## src/rtl/struct_pkg.sv

```systemverilog
// Shared types and constants for the pipeline hazard/stall controller.
// The state encoding is architecturally visible on the state port.
package struct_pkg;

  typedef enum logic [1:0] {
    ST_RUN      = 2'd0,
    ST_MEM_WAIT = 2'd1,
    ST_FLUSH    = 2'd2,
    ST_HALT     = 2'd3
  } state_e;

  // Bundle of all stage-register controls, MSB first: enables then flushes.
  typedef struct packed {
    logic pc_en;
    logic ifid_en;
    logic idex_en;
    logic exmem_en;
    logic memwb_en;
    logic ifid_flush;
    logic idex_flush;
  } ctrl_t;

  localparam ctrl_t CTRL_RUN   = ctrl_t'(7'b1111100);
  localparam ctrl_t CTRL_FREEZE = ctrl_t'(7'b0000000);
  localparam ctrl_t CTRL_RESET = ctrl_t'(7'b0000011);

  // Cycles the back end keeps advancing after a halt so older instructions retire.
  localparam logic [1:0] HALT_DRAIN = 2'd3;

endpackage

```

## src/rtl/sat_counter.sv

```systemverilog
// Saturating up-counter with synchronous clear; holds at all-ones instead of wrapping.
// Clear wins over increment.
module sat_counter #(
  parameter int W = 16
) (
  input  logic         clk,
  input  logic         clear,
  input  logic         inc,
  output logic [W-1:0] value
);

  always_ff @(posedge clk) begin
    if (clear) begin
      value <= '0;
    end else if (inc && (value != {W{1'b1}})) begin
      value <= value + {{(W-1){1'b0}}, 1'b1};
    end
  end

endmodule

```

## src/rtl/pipeline_ctrl.sv

```systemverilog
// Five-stage pipeline controller: stage enables/flushes from hazards, branches, memory waits, halt.
// Controls are combinational from state and inputs; state, drain/flush counter and halted are registered.
module pipeline_ctrl
  import struct_pkg::*;
#(
  parameter int FLUSH_CYCLES = 1,
  parameter int CNT_W        = 16
) (
  input  logic             clk,
  input  logic             rst_n,
  input  logic             lu_hazard,
  input  logic             branch_taken,
  input  logic             imem_ready,
  input  logic             dmem_req,
  input  logic             dmem_ready,
  input  logic             halt_req,
  output logic             pc_en,
  output logic             ifid_en,
  output logic             idex_en,
  output logic             exmem_en,
  output logic             memwb_en,
  output logic             ifid_flush,
  output logic             idex_flush,
  output logic [1:0]       state,
  output logic             halted,
  output logic [CNT_W-1:0] stall_cnt,
  output logic [CNT_W-1:0] flush_cnt
);

  localparam logic [1:0] FLUSH_LD = 2'(FLUSH_CYCLES);

  state_e     st, st_nxt;
  logic [1:0] cnt, cnt_nxt;
  ctrl_t      ctrl;
  logic       flush_inc;
  logic       stall_inc;
  logic       clr;

  always_comb begin
    ctrl      = CTRL_RUN;
    st_nxt    = st;
    cnt_nxt   = cnt;
    flush_inc = 1'b0;
    if (!rst_n) begin
      ctrl    = CTRL_RESET;
      st_nxt  = ST_RUN;
      cnt_nxt = 2'd0;
    end else begin
      case (st)
        ST_RUN: begin
          if (dmem_req && !dmem_ready) begin
            ctrl   = CTRL_FREEZE;
            st_nxt = ST_MEM_WAIT;
          end else if (branch_taken) begin
            // A branch also squashes any load-use-stalled instruction in ID.
            ctrl.ifid_flush = 1'b1;
            ctrl.idex_flush = 1'b1;
            flush_inc       = 1'b1;
            if (FLUSH_CYCLES > 0) begin
              st_nxt  = ST_FLUSH;
              cnt_nxt = FLUSH_LD;
            end
          end else if (halt_req) begin
            ctrl.pc_en      = 1'b0;
            ctrl.ifid_flush = 1'b1;
            st_nxt          = ST_HALT;
            cnt_nxt         = HALT_DRAIN;
          end else if (lu_hazard) begin
            ctrl.pc_en      = 1'b0;
            ctrl.ifid_en    = 1'b0;
            ctrl.idex_flush = 1'b1;
          end else if (!imem_ready) begin
            ctrl.pc_en      = 1'b0;
            ctrl.ifid_flush = 1'b1;
          end
        end
        ST_MEM_WAIT: begin
          if (!dmem_ready) begin
            ctrl = CTRL_FREEZE;
          end else begin
            st_nxt = ST_RUN;
          end
        end
        ST_FLUSH: begin
          ctrl.ifid_flush = 1'b1;
          cnt_nxt         = cnt - 2'd1;
          if (cnt <= 2'd1) begin
            st_nxt = ST_RUN;
          end
        end
        default: begin
          ctrl.pc_en      = 1'b0;
          ctrl.ifid_en    = 1'b0;
          ctrl.ifid_flush = 1'b1;
          if (cnt == 2'd0) begin
            ctrl.idex_en  = 1'b0;
            ctrl.exmem_en = 1'b0;
            ctrl.memwb_en = 1'b0;
          end else begin
            cnt_nxt = cnt - 2'd1;
          end
        end
      endcase
    end
  end

  always_ff @(posedge clk) begin
    if (!rst_n) begin
      st     <= ST_RUN;
      cnt    <= 2'd0;
      halted <= 1'b0;
    end else begin
      st  <= st_nxt;
      cnt <= cnt_nxt;
      if ((st == ST_HALT) && (cnt == 2'd1)) begin
        halted <= 1'b1;
      end
    end
  end

  assign clr       = ~rst_n;
  assign stall_inc = ~ctrl.pc_en && (st != ST_HALT);

  sat_counter #(.W(CNT_W)) u_stall_cnt (
    .clk   (clk),
    .clear (clr),
    .inc   (stall_inc),
    .value (stall_cnt)
  );

  sat_counter #(.W(CNT_W)) u_flush_cnt (
    .clk   (clk),
    .clear (clr),
    .inc   (flush_inc),
    .value (flush_cnt)
  );

  assign pc_en      = ctrl.pc_en;
  assign ifid_en    = ctrl.ifid_en;
  assign idex_en    = ctrl.idex_en;
  assign exmem_en   = ctrl.exmem_en;
  assign memwb_en   = ctrl.memwb_en;
  assign ifid_flush = ctrl.ifid_flush;
  assign idex_flush = ctrl.idex_flush;
  assign state      = st;

endmodule

```

## config.mk

```make
export PLATFORM = sky130hd
export DESIGN_NAME = pipeline_ctrl
export DESIGN_NICKNAME = d
export VERILOG_FILES = /design/src/rtl/struct_pkg.sv /design/src/rtl/sat_counter.sv /design/src/rtl/pipeline_ctrl.sv
export SDC_FILE = /design/constraint.sdc
export NUM_CORES = 1
export LEC_CHECK = 0
export ABC_CLOCK_PERIOD_IN_PS = 4700
export CORE_ASPECT_RATIO = 0.6
export CORE_MARGIN = 8
export CORE_UTILIZATION = 50
export DETAILED_ROUTE_END_ITERATION = 12
export GPL_TIMING_DRIVEN = 0
export PLACE_DENSITY = 0.88
export SLEW_MARGIN = 20
export SYNTH_ARGS = -nofsm -noshare
export SYNTH_HDL_FRONTEND = slang
export SYNTH_SLANG_ARGS = --single-unit
```

## constraint.sdc

```tcl
create_clock -name clk -period 4.7 [get_ports clk]
set_input_delay 0.94 -clock clk [delete_from_list [all_inputs] [get_ports clk]]
set_output_delay 0.94 -clock clk [all_outputs]
set_load 0.01 [all_outputs]
```

==> results.sh, run 1 <==
export IMPL_root_buffer="clkbuf_8"
export IMPL_dp_slack_ns=0.637
export IMPL_netlist_cell_type_count=48
export IMPL_antenna_found_initial=0
export IMPL_ctsHoldBuffers=0
export IMPL_cts_tree="built"
export IMPL_grt_max_degree=13
export IMPL_syn_nets=268
export IMPL_fin_ws_ns=0.611
export IMPL_io_pins=50
export IMPL_io_buffers=48
export IMPL_clkTransAtPathRegs_ns=0.07
export IMPL_die_h_um=65.9
export IMPL_power_total_uw=1070
export IMPL_avgSynthCellArea_um2=8.23
export IMPL_dr_pass1_iters=4
export IMPL_required_ns=3.76
export IMPL_outcome="finished, final reports clean"
export IMPL_via_count=2095
export IMPL_slew_violations=0
export IMPL_drtIter0Drc=161
export IMPL_syn_inst=252
export IMPL_cp_arrival_ns=3.15
export IMPL_n_antenna_cell=0
export IMPL_final_cell_count_no_fill=358
export IMPL_start_kind="input port"
export IMPL_worstSetupPathType="input port to output pin"
export IMPL_max_slew_margin=0.569
export IMPL_hold_path_class="flop to flop"
export IMPL_layout_drive_gt1_share=0.0909
export IMPL_grt_overflow_total=0
export IMPL_initial_utilization=0.512
export IMPL_synth_ff_type="dfxtp_1"
export IMPL_finClkSkew_ns=0.00572
export IMPL_rsz0062_at_grt="false"
export IMPL_leakagePower_uw=0.000954
export IMPL_n_fill_cell=348
export IMPL_gp_congestion=0.857
export IMPL_clk_latency_ns=0.30
export IMPL_synth_edff_count=0
export IMPL_design_core_area_mm2=0.00405
export IMPL_fmaxAchievable_ghz=0.245
export IMPL_seq_area_frac_synth=0.357
export IMPL_cp_end_kind="output pin"
export IMPL_cts_resized=0
export IMPL_wirelength_mm=5.76
export IMPL_syn2layout_area_growth_pct=30.3
export IMPL_grtUsageTotal=0.180
export IMPL_placed_cells=350
export IMPL_syn_area_mm2=0.00207
export IMPL_finalWorstPathRequiredPeriod_ns=4.09
export IMPL_rows=18
export IMPL_setup_tns_ns=0
export IMPL_numCtsBuffers=5
export IMPL_clockBufferDepth=2
export IMPL_ctsHtreeMaxLevel=2
export IMPL_final_antenna_net_count=0
export IMPL_ys_async_sr_fraction=0
export IMPL_hold_viol_final=0
export IMPL_nNetsFinal=323
export IMPL_drcViolationCount=0
export IMPL_die_w_um=99.2
export IMPL_routedWlPerCell_um=16.1
export IMPL_tightest_slew_ns=0.641
export IMPL_detail_route_vias_per_cell=5.85
export IMPL_ir_worst_vdd_mv=0.394
export IMPL_period_share=0.870
export IMPL_final_cell_mix="48 x clkdlybuf4s50_1, 37 x dfxtp_1, 29 x nand2_1"
export IMPL_die_area_mm2=0.00653
export IMPL_postCtsSetupBuffers=0
export IMPL_setup_viol=0
export IMPL_ys_warn_count=0
export IMPL_dpl_hpwl_mm=4.22
export IMPL_clock_sinks=37
export IMPL_grt_pass1_vias=1946
export IMPL_final_common_cell="clkdlybuf4s50_1"
export IMPL_ys_seq_elements=37
export IMPL_critical_path_max_fanout=10
export IMPL_drv_cap=0
export IMPL_grt_pass1_wl_mm=9.44
export IMPL_power_density_mw_per_mm2=396
-- worst paths after layout --
path             from              endpoint  slack [ns]  cells past startpoint
max             rst_n               idex_en        0.61                      6
min            halted                halted        0.48                      2
max reg2reg  state[1]  u_stall_cnt.value[6]        2.19                      7
min reg2reg    halted                halted        0.48                      2
-- final cells by class --
class | instances | area [µm²] | share of cell area
multi-input cells | 190 | 1220 | 0.451
flip-flops and latches | 37 | 741 | 0.274
repair buffers | 48 | 480 | 0.178
clock buffers | 5 | 68.8 | 0.0255
plain buffers | 12 | 65.1 | 0.0241
well taps | 50 | 62.6 | 0.0231
inverters | 13 | 48.8 | 0.0180
clock inverters | 3 | 17.5 | 0.00648
-- registers in the layout, summed over array words and instances, names as in the netlist --
register,cells
halted,1
u_stall_cnt.value,16
u_flush_cnt.value,16
cnt,2
state,2
-- report_power, final --
| part | switching, µW | leakage, µW | internal (µW) |
|---|---|---|---|
| combinational | 259 | 0.000610 | 207 |
| sequential | 37.4 | 0.000299 | 344 |
| clock | 121 | 0.0000439 | 102 |
| total | 417 | 0.000954 | 653 |
-- per-stage QoR --
step	instance area (µm²)	util	hold slack [ns]
detailed placement	2620	0.646	0.468
CTS	2700	0.667	0.489
floorplan	2070	-	0.466
global placement	2620	0.646	0.455
finish	2700	0.667	0.479
global route	2700	0.667	0.535
-- metal layers --
layer	wire, µm	track usage
met5	0	0
met3	523	0.0578
met1	2700	0.232
met4	111	0.0974
met2	2420	0.262
-- cells in the mapped netlist, types with 2 or more instances --
cell      instances  share of area
a211oi_1          3          0.011
a21oi_1          21          0.051
and3_1            2         0.0060
and4_1            2         0.0084
buf_4             3          0.011
clkbuf_1          7          0.013
dfxtp_1          37           0.36
ha_1              8          0.048
inv_1            12          0.022
mux2i_1          10          0.048
nand2_1          29          0.052
nand2b_1          6          0.018
nand3_1          13          0.031
nand4_1           5          0.015
nor2_1           21          0.038
nor3_1            5          0.012
nor4_1            8          0.024
o211ai_1          2         0.0072
o21ai_0           7          0.017
o221ai_1          2         0.0084
o31ai_1           7          0.025
o41ai_1           2         0.0084
or2_2             3         0.0090
or4_1             6          0.022
xnor2_1           8          0.034
-- critical path, stage by stage --
cell and delay, ns:
clkdlybuf4s50_1 0.55, clkinv_1 0.33, clkbuf_1 0.35, nor2_1 0.30, buf_4 0.15, clkdlybuf4s50_1 0.52
-- cell families after synthesis --
logic type               Yosys count  synth area share
buffers and inverters             25            0.0549
AO/OA/AOI/OAI                     49             0.151
multiplexers                      11            0.0537
adder cells (fa/ha/maj)            8            0.0483
flip-flops                        37             0.357
XOR/XNOR                           8            0.0338
AND/OR/NAND/NOR                  114             0.302
(Power assumes the default switching activity.)
==> run 2: changes to the inputs <==
--- a/config.mk
+++ b/config.mk
@@ -5,13 +5,14 @@
 export SDC_FILE = /design/constraint.sdc
 export NUM_CORES = 1
 export LEC_CHECK = 0
+export ABC_AREA = 1
 export ABC_CLOCK_PERIOD_IN_PS = 4700
 export CORE_ASPECT_RATIO = 0.6
 export CORE_MARGIN = 8
 export CORE_UTILIZATION = 50
 export DETAILED_ROUTE_END_ITERATION = 12
 export GPL_TIMING_DRIVEN = 0
-export PLACE_DENSITY = 0.88
+export PLACE_DENSITY = 0.86
 export SLEW_MARGIN = 20
 export SYNTH_ARGS = -nofsm -noshare
 export SYNTH_HDL_FRONTEND = slang
==> run 2 against run 1 <==
Net effect: global-route usage is 1.2 points higher; highest routed layer unchanged; critical endpoint unchanged; largest cell class unchanged; flip-flop and latch count stayed put; power is 2.9% higher.
==> results.sh, run 2 <==
export IMPL_outcome="finished, final reports clean"
export IMPL_finalWorstPathRequiredPeriod_ns=3.73
export IMPL_hold_start="halted"
export IMPL_crit_path_start="dmem_ready"
export IMPL_final_common_cell="nand2_1"
export IMPL_ctsHtreeMaxLevel=2
export IMPL_critical_path_max_fanout=4
export IMPL_syn2layout_area_growth_pct=26.0
export IMPL_cp_endpoint="idex_en"
export IMPL_ys_warn_count=0
export IMPL_synth_area_leaders="dfxtp_1 29%, nand2_1 15%, nand3_1 6.3%, a21oi_1 5.5%, nor2_1 5.3%"
export IMPL_root_buffer="clkbuf_8"
export IMPL_n_antenna_cell=0
export IMPL_grt_overflow_total=0
export IMPL_rows=20
export IMPL_seq_area_frac_synth=0.290
export IMPL_initial_utilization=0.511
export IMPL_slowest_delay_ns=0.53
export IMPL_io_buffers=48
export IMPL_grt_max_degree=12
export IMPL_synth_common_cells="103 x nand2_1, 37 x dfxtp_1, 36 x nor2_1"
export IMPL_leakagePower_uw=0.00120
export IMPL_synth_most_common_cell="nand2_1"
export IMPL_cts_resized=0
export IMPL_setup_tns_ns=0
export IMPL_gp_congestion=0.974
export IMPL_die_area_mm2=0.00773
export IMPL_required_ns=3.76
export IMPL_ir_worst_vdd_mv=0.204
export IMPL_layout_drive_gt1_share=0.116
export IMPL_dr_pass1_iters=6
export IMPL_start_kind="input port"
export IMPL_ys_seq_elements=37
export IMPL_detail_route_vias_per_cell=5.51
export IMPL_synth_ff_type="dfxtp_1"
export IMPL_drv_cap=0
export IMPL_dpl_hpwl_mm=5.56
export IMPL_cts_tree="built"
export IMPL_rsz0062_at_grt="false"
export IMPL_clockBufferDepth=2
export IMPL_clkTransAtPathRegs_ns=0.07
export IMPL_wirelength_mm=7.31
export IMPL_critPathTopFamily="buffers and inverters"
export IMPL_setup_viol=0
export IMPL_grt_pass1_wl_mm=12.2
export IMPL_hold_viol_final=0
export IMPL_n_fill_cell=460
export IMPL_clock_sinks=37
export IMPL_numCtsBuffers=5
export IMPL_fmaxAchievable_ghz=0.268
export IMPL_syn_nets=391
export IMPL_die_h_um=71.4
export IMPL_drcViolationCount=0
export IMPL_grtUsageTotal=0.191
export IMPL_design_core_area_mm2=0.00500
export IMPL_layout_area_seq_um2=741
export IMPL_r2r_end="u_stall_cnt.value[11]"
export IMPL_cp_slowest_cell="clkdlybuf4s50_1"
export IMPL_die_w_um=108
export IMPL_synth_top_area_frac=0.290
export IMPL_slew_violations=0
export IMPL_yosysTopAreaCell="dfxtp_1"
export IMPL_tightest_slew_ns=0.676
export IMPL_netlist_cell_type_count=33
export IMPL_top_regs="u_flush_cnt.value: 16 flops, u_stall_cnt.value: 16 flops"
export IMPL_worstSetupPathType="input port to output pin"
export IMPL_reg2reg_slack_ns=2.69
export IMPL_finalInstanceArea_mm2=0.00322
export IMPL_final_cell_mix="103 x nand2_1, 48 x clkdlybuf4s50_1, 37 x dfxtp_1"
export IMPL_avgSynthCellArea_um2=6.82
export IMPL_clk_latency_ns=0.30
export IMPL_place_area_mm2=0.00312
export IMPL_drtIter0Drc=246
export IMPL_cp_arrival_ns=2.79
export IMPL_ys_async_sr_fraction=0
export IMPL_synth_edff_count=0
export IMPL_finClkSkew_ns=0.00651
export IMPL_routedWlPerCell_um=14.7
export IMPL_rr_startpoint="state[1]"
export IMPL_postCtsSetupBuffers=0
export IMPL_hold_path_class="flop to flop"
export IMPL_syn_area_mm2=0.00256
export IMPL_multi_input_area_mm2=0.00160
export IMPL_final_antenna_net_count=0
export IMPL_cp_end_kind="output pin"
export IMPL_max_slew_margin=0.549
export IMPL_via_count=2739
export IMPL_period_share=0.793
export IMPL_ctsHoldBuffers=0
export IMPL_io_pins=50
export IMPL_cp_cell_sequence="clkdlybuf4s50_1 -> inv_2 -> nand2_4 -> nand2_2 -> nand2_1 -> nand2_1 -> o31ai_1 -> buf_4 -> clkdlybuf4s50_1"
export IMPL_ff2ff_path_depth=9
export IMPL_grt_pass1_vias=2556
export IMPL_syn_inst=375
export IMPL_path_buf_inv=4
export IMPL_antenna_found_initial=0
export IMPL_power_density_mw_per_mm2=342
export IMPL_crit_cells=9
export IMPL_nNetsFinal=446
==> run 2: cell types whose count changed in the layout (fill, tap and decap cells not counted), sizes merged, moves of 11 or more <==
cell / previous run / this run
inv: 12 / 37
nand4: 6 / 17
a21oi: 21 / 40
nor2: 21 / 41
nand2: 29 / 111
nand3: 13 / 36
==> run 2: per-stage QoR <==
step	util	instances	setup slack, ns	hold WS [ns]	power, µW
floorplan	-	375	1.94	0.470	670
global placement	0.624	489	1.01	0.465	830
detailed placement	0.624	489	0.981	0.474	850
CTS	0.644	497	0.980	0.491	1100
global route	0.644	497	0.860	0.532	1170
finish	0.644	497	0.975	0.482	1100
==> run 2: area by class of cell <==
type                    instances  share of cell area
plain buffers                  10              0.0245
clock buffers                   7              0.0299
clock inverters                 1             0.00155
inverters                      38              0.0443
multi-input cells             290               0.495
flip-flops and latches         37               0.230
well taps                      66              0.0256
repair buffers                 48               0.149
==> run 2: report_power, final <==
part	switching (µW)	internal, µW
sequential	34.3	343
clock	119	133
combinational	272	200
==> run 2: per-layer routing <==
metal	vias up	GRT usage	part of all wire
li1	1344	-	-
met5	-	0	0
met3	12	0.0716	0.11
met2	145	0.290	0.43
met4	0	0.0603	0.012
met1	1238	0.245	0.45
==> run 2: worst min-delay path, delay by kind of cell (launching register included) <==
family | cells | cell delay, ns
flops | 1 | 0.33
compound gates | 1 | 0.04
simple gates | 1 | 0.07
==> run 2: cell families (layout without fill, tap and decap cells) <==
logic type	Yosys count	count (layout)	synth area share
AOI/OAI and AO/OA	53	53	0.126
xor gates and xnor gates	14	14	0.0479
adders and majority gates	8	8	0.0391
buffers and inverters	48	104	0.0866
DFF	37	37	0.290
and+or+nand+nor	215	215	0.411
==> run 2: worst min path at each step <==
stage	slack, ns	cells past startpoint	to
global route	0.53	2	halted
floorplan	0.47	2	cnt[1]
CTS	0.49	2	halted
detailed placement	0.47	2	halted
global placement	0.47	2	halted
finish	0.48	2	halted
==> run 3: changes to the inputs <==
--- a/config.mk
+++ b/config.mk
@@ -6,13 +6,13 @@
 export NUM_CORES = 1
 export LEC_CHECK = 0
 export ABC_AREA = 1
-export ABC_CLOCK_PERIOD_IN_PS = 4700
+export ABC_CLOCK_PERIOD_IN_PS = 3100
 export CORE_ASPECT_RATIO = 0.6
 export CORE_MARGIN = 8
-export CORE_UTILIZATION = 50
+export CORE_UTILIZATION = 47
 export DETAILED_ROUTE_END_ITERATION = 12
 export GPL_TIMING_DRIVEN = 0
-export PLACE_DENSITY = 0.86
+export PLACE_DENSITY = 0.84
 export SLEW_MARGIN = 20
 export SYNTH_ARGS = -nofsm -noshare
 export SYNTH_HDL_FRONTEND = slang
==> constraint.sdc (replaced) <==
create_clock -name clk -period 3.1 [get_ports clk]
set_input_delay 0.62 -clock clk [delete_from_list [all_inputs] [get_ports clk]]
set_output_delay 0.62 -clock clk [all_outputs]
set_load 0.01 [all_outputs]
==> run 3 against run 2 <==
Net effect: worst hold slack worse by 0.0037 ns; wire length fell by 1.3%; first-iteration DRC count fell by 1.2%; global-route usage is 1.6 points lower; design area shrank 0.23%; die area is 5.2% higher; via count is 1.4% lower; setup slack worse by 0.83 ns; largest cell class unchanged; largest power group unchanged; highest routed layer unchanged.
==> results.sh, run 3 (synthesized netlist as in run 2, its figures left out) <==
export IMPL_max_slew_margin=0.556
export IMPL_wirelength_mm=7.22
export IMPL_ir_worst_vdd_mv=0.278
export IMPL_hold_start="halted"
export IMPL_hold_viol_final=0
export IMPL_swShare=0.391
export IMPL_design_core_area_mm2=0.00515
export IMPL_drtIter0Drc=243
export IMPL_ctsHoldBuffers=0
export IMPL_detail_route_vias_per_cell=5.43
export IMPL_top_regs="u_flush_cnt.value: 16 flops, u_stall_cnt.value: 16 flops"
export IMPL_leakagePower_uw=0.00120
export IMPL_ctsHtreeMaxLevel=2
export IMPL_layout_drive_gt1_share=0.116
export IMPL_place_area_mm2=0.00312
export IMPL_grt_max_degree=11
export IMPL_clk_latency_ns=0.29
export IMPL_critical_path_max_fanout=9
export IMPL_grt_pass1_wl_mm=12.0
export IMPL_rows=20
export IMPL_routedWlPerCell_um=14.5
export IMPL_required_ns=2.48
export IMPL_dpl_hpwl_mm=5.57
export IMPL_syn2layout_area_growth_pct=25.7
export IMPL_finClkSkew_ns=0.00712
export IMPL_antenna_found_initial=0
export IMPL_io_buffers=48
export IMPL_finalInstanceArea_mm2=0.00321
export IMPL_drv_cap=0
export IMPL_power_total_uw=1620
export IMPL_rsz0062_at_grt="false"
export IMPL_internal_power_uw=986
export IMPL_drcViolationCount=0
export IMPL_root_buffer="clkbuf_8"
export IMPL_tightest_slew_ns=0.666
export IMPL_numCtsBuffers=5
export IMPL_final_common_cell="nand2_1"
export IMPL_power_share_sequential=0.354
export IMPL_hold_depth=2
export IMPL_rr_startpoint="state[1]"
export IMPL_setup_viol=0
export IMPL_via_count=2700
export IMPL_gp_congestion=0.958
export IMPL_fmaxAchievable_ghz=0.338
export IMPL_slew_violations=0
export IMPL_grt_overflow_total=0
export IMPL_outcome="finished, final reports clean"
export IMPL_nNetsFinal=446
export IMPL_cp_arrival_ns=2.34
export IMPL_hold_path_class="flop to flop"
export IMPL_cts_resized=1
export IMPL_clock_sinks=37
export IMPL_ff2ff_path_depth=9
export IMPL_io_pins=50
export IMPL_grt_pass1_vias=2543
export IMPL_finalWorstPathRequiredPeriod_ns=2.96
export IMPL_n_antenna_cell=0
export IMPL_die_area_mm2=0.00814
export IMPL_start_kind="flop"
export IMPL_initial_utilization=0.496
export IMPL_period_share=0.953
export IMPL_clockBufferDepth=2
export IMPL_final_antenna_net_count=0
export IMPL_final_cell_mix="103 x nand2_1, 47 x clkdlybuf4s50_1, 37 x dfxtp_1"
export IMPL_crit_path_start="state[1]"
export IMPL_utilization=0.624
export IMPL_clkTransAtPathRegs_ns=0.07
export IMPL_worstSetupPathType="flop to output pin"
export IMPL_switching_power_uw=634
export IMPL_die_h_um=73.1
export IMPL_cts_tree="built"
export IMPL_combPwrFrac=0.439
export IMPL_postCtsSetupBuffers=0
export IMPL_setup_tns_ns=0
export IMPL_n_fill_cell=468
export IMPL_grtUsageTotal=0.176
export IMPL_cp_end_kind="output pin"
export IMPL_dr_pass1_iters=5
export IMPL_clkPwrFrac=0.207
export IMPL_power_density_mw_per_mm2=504
export IMPL_die_w_um=111
==> run 3: final cells by class <==
class	instances	area, µm²	area share
Multi-Input combinational cell	290	1600	0.499
Sequential cell	37	741	0.230
Timing Repair Buffer	48	483	0.150
Inverter	38	146	0.0455
Tap cell	66	82.6	0.0257
Clock buffer	8	80.1	0.0249
Buffer	10	78.8	0.0245
==> run 3: critical path, stage by stage, from the launching register on <==
cell             delay (ns)
dfxtp_1                0.43
ha_2                   0.31
clkinvlp_4             0.23
o31ai_2                0.39
buf_4                  0.16
clkdlybuf4s50_1        0.52
==> run 3: power groups by stage <==
stage / Combinational [µW] / Sequential, µW / Clock (µW)
floorplan: 428 / 587 / 0
finish: 711 / 574 / 335
detailed placement: 703 / 584 / 0
global placement: 680 / 580 / 0
global route: 774 / 585 / 358
CTS: 708 / 573 / 335
==> run 3: stage by stage <==
stage	worst slack [ns]	hold WS (ns)	cells
4_1_cts	0.00657	0.478	497
6_report	0.145	0.479	497
3_3_place_gp	0.0522	0.454	489
3_5_place_dp	0.0285	0.462	489
2_1_floorplan	0.796	0.470	375
5_1_grt	0.0132	0.516	497
==> run 3: routing by layer <==
metal | track usage | wire length (µm) | up-vias
li1 | - | - | 1344
met5 | 0 | 0 | -
met2 | 0.271 | 3040 | 110
met1 | 0.233 | 3480 | 1242
met3 | 0.0575 | 678 | 4
met4 | 0.0338 | 20 | 0
==> run 3: final timing paths <==
kind	to	slack, ns
worst max-delay path	idex_en	0.14
worst min-delay path	halted	0.48
worst max register to register	u_stall_cnt.value[13]	1.07
worst min register to register	halted	0.48
